==> src/rtl/debouncer_pkg.sv <==
// Shared defaults, legal parameter ranges and counter sizing for the multi-channel switch debouncer.
// Long-press support is compiled in only when DEBOUNCER_LONG_PRESS_EN is defined.
package debouncer_pkg;

    localparam int unsigned N_CH_DEF   = 4;
    localparam int unsigned STABLE_DEF = 16;
    localparam int unsigned SYNC_DEF   = 2;
    localparam int unsigned LONG_DEF   = 1024;

    localparam int unsigned N_CH_MIN   = 1;
    localparam int unsigned N_CH_MAX   = 32;
    localparam int unsigned STABLE_MIN = 2;
    localparam int unsigned STABLE_MAX = 65535;
    localparam int unsigned SYNC_MIN   = 2;
    localparam int unsigned SYNC_MAX   = 4;

    // Counter that must reach terminal-1; never narrower than one bit.
    function automatic int unsigned cnt_width(input int unsigned terminal);
        return (terminal < 2) ? 1 : $clog2(terminal);
    endfunction

endpackage

==> src/rtl/debouncer_ch.sv <==
// One debounce channel: sync chain, stability counter, edge pulses, long-press when DEBOUNCER_LONG_PRESS_EN.
// Latency SYNC_STAGES+STABLE_CYCLES cycles with en_i high; no backpressure, en_i only gates counting.
module debouncer_ch
    import debouncer_pkg::*;
#(
    parameter int unsigned STABLE_CYCLES = STABLE_DEF,
    parameter int unsigned SYNC_STAGES   = SYNC_DEF
`ifdef DEBOUNCER_LONG_PRESS_EN
    ,
    parameter int unsigned LONG_CYCLES   = LONG_DEF
`endif
) (
    input  logic clk_i,
    input  logic rst_i,
    input  logic en_i,
    input  logic sw_i,
    output logic db_o,
    output logic rise_o,
    output logic fall_o
`ifdef DEBOUNCER_LONG_PRESS_EN
    ,
    output logic long_o
`endif
);

    localparam int unsigned   CW       = cnt_width(STABLE_CYCLES);
    localparam logic [CW-1:0] CNT_LAST = CW'(STABLE_CYCLES - 1);

    logic [SYNC_STAGES-1:0] sync_q, sync_d;
    logic [CW-1:0]          cnt_q, cnt_d;
    logic                   db_q, db_d;
    logic                   rise_q, rise_d;
    logic                   fall_q, fall_d;
    logic                   sync_lvl;

    assign sync_lvl = sync_q[SYNC_STAGES-1];

    // A disagreement must persist for STABLE_CYCLES enabled samples; any agreement restarts it.
    always_comb begin
        sync_d = {sync_q[SYNC_STAGES-2:0], sw_i};
        cnt_d  = cnt_q;
        db_d   = db_q;
        rise_d = 1'b0;
        fall_d = 1'b0;
        if (sync_lvl == db_q) begin
            cnt_d = '0;
        end else if (en_i) begin
            if (cnt_q == CNT_LAST) begin
                cnt_d  = '0;
                db_d   = sync_lvl;
                rise_d = sync_lvl;
                fall_d = ~sync_lvl;
            end else begin
                cnt_d = cnt_q + CW'(1);
            end
        end
    end

    always_ff @(posedge clk_i) begin
        if (rst_i) begin
            sync_q <= '0;
            cnt_q  <= '0;
            db_q   <= 1'b0;
            rise_q <= 1'b0;
            fall_q <= 1'b0;
        end else begin
            sync_q <= sync_d;
            cnt_q  <= cnt_d;
            db_q   <= db_d;
            rise_q <= rise_d;
            fall_q <= fall_d;
        end
    end

    assign db_o   = db_q;
    assign rise_o = rise_q;
    assign fall_o = fall_q;

`ifdef DEBOUNCER_LONG_PRESS_EN
    localparam int unsigned   LW        = cnt_width(LONG_CYCLES);
    localparam logic [LW-1:0] LONG_LAST = LW'(LONG_CYCLES - 1);

    logic [LW-1:0] lcnt_q, lcnt_d;
    logic          ldone_q, ldone_d;
    logic          long_q, long_d;

    // Counter parks at LONG_LAST after the pulse; ldone_q keeps it from firing again until release.
    always_comb begin
        lcnt_d  = lcnt_q;
        ldone_d = ldone_q;
        long_d  = 1'b0;
        if (!db_q) begin
            lcnt_d  = '0;
            ldone_d = 1'b0;
        end else if (en_i && !ldone_q) begin
            if (lcnt_q == LONG_LAST) begin
                long_d  = 1'b1;
                ldone_d = 1'b1;
            end else begin
                lcnt_d = lcnt_q + LW'(1);
            end
        end
    end

    always_ff @(posedge clk_i) begin
        if (rst_i) begin
            lcnt_q  <= '0;
            ldone_q <= 1'b0;
            long_q  <= 1'b0;
        end else begin
            lcnt_q  <= lcnt_d;
            ldone_q <= ldone_d;
            long_q  <= long_d;
        end
    end

    assign long_o = long_q;
`endif

`ifndef SYNTHESIS
    a_no_dual_pulse: assert property (@(posedge clk_i) disable iff (rst_i) !(rise_q && fall_q));
    a_cnt_bound:     assert property (@(posedge clk_i) disable iff (rst_i) cnt_q <= CNT_LAST);
`endif

endmodule

==> src/rtl/debouncer_multi.sv <==
// N_CH independent switch debouncers sharing one sample enable; long-press outputs with DEBOUNCER_LONG_PRESS_EN.
// Latency SYNC_STAGES+STABLE_CYCLES cycles with en_i high; no backpressure, en_i only gates counting.
module debouncer_multi
    import debouncer_pkg::*;
#(
    parameter int unsigned N_CH          = N_CH_DEF,
    parameter int unsigned STABLE_CYCLES = STABLE_DEF,
    parameter int unsigned SYNC_STAGES   = SYNC_DEF
`ifdef DEBOUNCER_LONG_PRESS_EN
    ,
    parameter int unsigned LONG_CYCLES   = LONG_DEF
`endif
) (
    input  logic            clk_i,
    input  logic            rst_i,
    input  logic            en_i,
    input  logic [N_CH-1:0] sw_i,
    output logic [N_CH-1:0] db_o,
    output logic [N_CH-1:0] rise_o,
    output logic [N_CH-1:0] fall_o
`ifdef DEBOUNCER_LONG_PRESS_EN
    ,
    output logic [N_CH-1:0] long_o
`endif
);

    if (N_CH < N_CH_MIN || N_CH > N_CH_MAX) begin : g_bad_n_ch
        $fatal(1, "debouncer_multi: N_CH=%0d outside %0d..%0d", N_CH, N_CH_MIN, N_CH_MAX);
    end
    if (STABLE_CYCLES < STABLE_MIN || STABLE_CYCLES > STABLE_MAX) begin : g_bad_stable
        $fatal(1, "debouncer_multi: STABLE_CYCLES=%0d outside %0d..%0d",
               STABLE_CYCLES, STABLE_MIN, STABLE_MAX);
    end
    if (SYNC_STAGES < SYNC_MIN || SYNC_STAGES > SYNC_MAX) begin : g_bad_sync
        $fatal(1, "debouncer_multi: SYNC_STAGES=%0d outside %0d..%0d", SYNC_STAGES, SYNC_MIN, SYNC_MAX);
    end
`ifdef DEBOUNCER_LONG_PRESS_EN
    if (LONG_CYCLES <= STABLE_CYCLES) begin : g_bad_long
        $fatal(1, "debouncer_multi: LONG_CYCLES=%0d must exceed STABLE_CYCLES=%0d",
               LONG_CYCLES, STABLE_CYCLES);
    end
`endif

    for (genvar i = 0; i < N_CH; i++) begin : g_ch
        debouncer_ch #(
            .STABLE_CYCLES (STABLE_CYCLES),
            .SYNC_STAGES   (SYNC_STAGES)
`ifdef DEBOUNCER_LONG_PRESS_EN
            ,
            .LONG_CYCLES   (LONG_CYCLES)
`endif
        ) u_ch (
            .clk_i  (clk_i),
            .rst_i  (rst_i),
            .en_i   (en_i),
            .sw_i   (sw_i[i]),
            .db_o   (db_o[i]),
            .rise_o (rise_o[i]),
            .fall_o (fall_o[i])
`ifdef DEBOUNCER_LONG_PRESS_EN
            ,
            .long_o (long_o[i])
`endif
        );
    end

endmodule

==> config.mk <==
export PLATFORM = sky130hd
export DESIGN_NAME = debouncer_multi
export DESIGN_NICKNAME = d
export VERILOG_FILES = /design/src/rtl/debouncer_pkg.sv /design/src/rtl/debouncer_ch.sv /design/src/rtl/debouncer_multi.sv
export SDC_FILE = /design/constraint.sdc
export NUM_CORES = 1
export LEC_CHECK = 0
export CAP_MARGIN = 25
export CORE_UTILIZATION = 40
export DETAILED_ROUTE_END_ITERATION = 8
export PLACE_DENSITY = 0.67
export SYNTH_ARGS = -nofsm -noshare
export SYNTH_HDL_FRONTEND = slang
export SYNTH_SLANG_ARGS = --single-unit
==> constraint.sdc <==
create_clock -name clk_i -period 1.2 [get_ports clk_i]
set_input_delay 0.3 -clock clk_i [delete_from_list [all_inputs] [get_ports clk_i]]
set_output_delay 0.3 -clock clk_i [all_outputs]
set_load 0.01 [all_outputs]
==> flow_metrics.py <==
metrics = {
    "place": {
        "io_buffer_count": 18,
        "dpl_worst_slack_ns": -0.3329,
        "hpwlAfterDp_mm": 1.680,
        "globalplace.congestion": 0.6467,
    },
    "critical_path": {
        "cpPeakStageDelay_ns": 0.30,
        "end_kind": "output port",
        "crit_chain": "dlygate4sd2_1",
        "cp.required_ns": 0.90,
        "crit_fanout": 1,
        "arrival_ns": 0.86,
        "worstSetupStartpointType": "flop",
        "cp_num_buf_inv": 1,
        "path_class": "reg -> out",
        "slowest_stage": "dfxtp_1",
        "critical_path.top_delay_family": "flip-flops",
    },
    "clock_network": {
        "clk_latency_ns": 0.28,
        "clockBufferDepth": 2,
        "clk_pin_slew_worst_paths_ns": 0.07,
        "htreeDepth": 2,
        "cts_sinks": 36,
        "cts_made_buffers": 5,
        "cts_tree": "built",
        "clock-root-buffer": "clkbuf_8",
        "hold_buffers": 0,
    },
    "sta": {
        "worst_slew_pin_slew_ns": 0.2055,
        "finalCriticalPeriod_ns": 1.157,
        "final-max-slew-violation-count": 0,
        "rsz0062_at_grt": "no",
        "relSlewSlack": 0.8628,
        "max_freq_ghz": 0.8644,
        "hold_slack_ns": 0.4380,
        "hold_violations": 0,
        "finClkSkew_ns": 0.003976,
        "setup_violations": 0,
        "tns_ns": 0,
        "worst_slack_ns": 0.04314,
        "finalCritPeriodShare": 0.9641,
    },
    "power": {
        "power_mw": 2.221,
        "peakVddDrop_v": 0.0007283,
        "cellPowerDensity_nw_per_um2": 1215,
        "p_leak_nw": 0.8081,
    },
    "logic_synthesis": {
        "synth_fp_nets": 156,
        "synthDistinctLibCells": 22,
        "syn_area_um2": 1485,
        "synth-seq-cells": 36,
        "syn_avg_cell_area_um2": 10.24,
        "synth_warnings": 0,
        "yosysSeqAreaShare": 0.4853,
        "syn_inst": 145,
    },
    "floorplan": {
        "die-area_um2": 3961,
        "io_pins": 19,
        "start_util": 0.4315,
        "core-area_um2": 3442,
        "die_width_um": 62.94,
        "rows": 21,
        "die_y_um": 62.94,
    },
    "route": {
        "drt_iter0_drc": 20,
        "wire_per_inst_um": 10.99,
        "num_vias": 1011,
        "post-route-drc-count": 0,
        "vias_per_cell": 4.702,
        "ant_nets": 0,
        "firstDrtPassIters": 4,
        "drt-total-wl_mm": 2.362,
    },
    "layout": {
        "utilization": 0.5311,
        "regArea_um2": 724.4,
        "drive_above_1_share": 0.2012,
        "nets": 179,
        "syn2layout_area_growth_pct": 23.08,
        "final_cell_mix": "dfxtp_1, nor2_1, buf_4",
        "n_antenna_cell": 0,
        "multi_input_area_um2": 646.9,
        "fill_cells": 311,
        "final_common_cell": "dfxtp_1",
    },
    "grt": {
        "antenna_found_initial": 0,
        "grt_pass1_wl_mm": 4.381,
        "grt_max_degree": 18,
        "grt_remaining_overflow": 0,
        "grt_use_total": 0.1446,
        "grt_pass1_vias": 1094,
    },
    "flow_run": {
        "maxCapViolCount": 0,
    },
    "min_path": {
        "hp-class": "reg -> reg",
    },
    "run_status": {
        "status": "complete, no violations",
    },
}
-- worst paths after layout --
kind / start / to / slack [ns] / cells past startpoint
min reg2reg: g_ch[0].u_ch.sync_q[0] / g_ch[0].u_ch.sync_q[1] / 0.44 / 1
max: g_ch[3].u_ch.fall_o / fall_o[3] / 0.04 / 1
max reg2reg: g_ch[1].u_ch.cnt_q[0] / g_ch[1].u_ch.db_o / 0.12 / 4
min: g_ch[0].u_ch.sync_q[0] / g_ch[0].u_ch.sync_q[1] / 0.44 / 1
-- registers in the layout, summed over array words and instances (netlist names) --
signal / cells
g_ch.u_ch.fall_o: 4
g_ch.u_ch.cnt_q: 16
g_ch.u_ch.sync_q: 8
g_ch.u_ch.rise_o: 4
g_ch.u_ch.db_o: 4
-- metrics by stage --
stage	instance area (um2)	std cells
final	1828	215
after CTS	1828	215
after global routing	1828	215
after floorplan	1485	145
after global placement	1718	206
after detailed placement	1718	206
-- per-layer routing --
layer / track usage / share of wire / up-vias
li1: - / - / 524
met1: 0.1478 / 0.45 / 457
met2: 0.2473 / 0.49 / 24
met3: 0.06022 / 0.044 / 6
met4: 0.07849 / 0.018 / 0
met5: 0 / 0 / -
-- cells in the mapped netlist, drive strengths merged --
library cell | count | area share
nand4 | 6 | 0.060
and3 | 4 | 0.017
a21o | 4 | 0.020
nor3 | 10 | 0.034
nand3 | 2 | 0.0067
dfxtp | 36 | 0.49
nor2b | 8 | 0.034
clkbuf | 1 | 0.0025
ha | 4 | 0.034
nor2 | 16 | 0.040
nand2 | 6 | 0.015
xnor2 | 2 | 0.012
a21oi | 4 | 0.013
xor2 | 8 | 0.047
nand2b | 8 | 0.034
buf | 16 | 0.080
a41oi | 2 | 0.012
mux2i | 8 | 0.054
-- cell type report --
cell class	count	share of cell area
well taps	46	0.03149
clock buffers	7	0.04723
repair buffers	33	0.1670
flip-flops and latches	36	0.3963
clock inverters	1	0.004107
multi-input cells	92	0.3539
-- kinds of logic after synthesis --
group                    share of synthesized area
AO/OA/AOI/OAI                              0.04550
XOR/XNOR                                   0.05898
adder cells (fa/ha/maj)                    0.03370
buffers and inverters                      0.08256
flip-flops                                  0.4853
multiplexers                               0.05392
AND/OR/NAND/NOR                             0.2401
-- repair_timing --
item | in CTS | in global routing
buffers inserted | 0 | 0
cloned | 1 | 0
resized for setup | 13 | 13
endpoints found under the setup margin | 14 | 9
hold endpoints to repair | 0 | 0
-- where the power goes --
part           internal [mW]  leakage [nW]  switching (mW)  total (mW)
combinational         0.0722         0.470          0.0504       0.123
clock                  0.466        0.0445           0.415       0.881
sequential              1.21         0.293         0.00737        1.22
total                   1.75         0.808           0.473        2.22
Power figures use the tool's default switching activity.
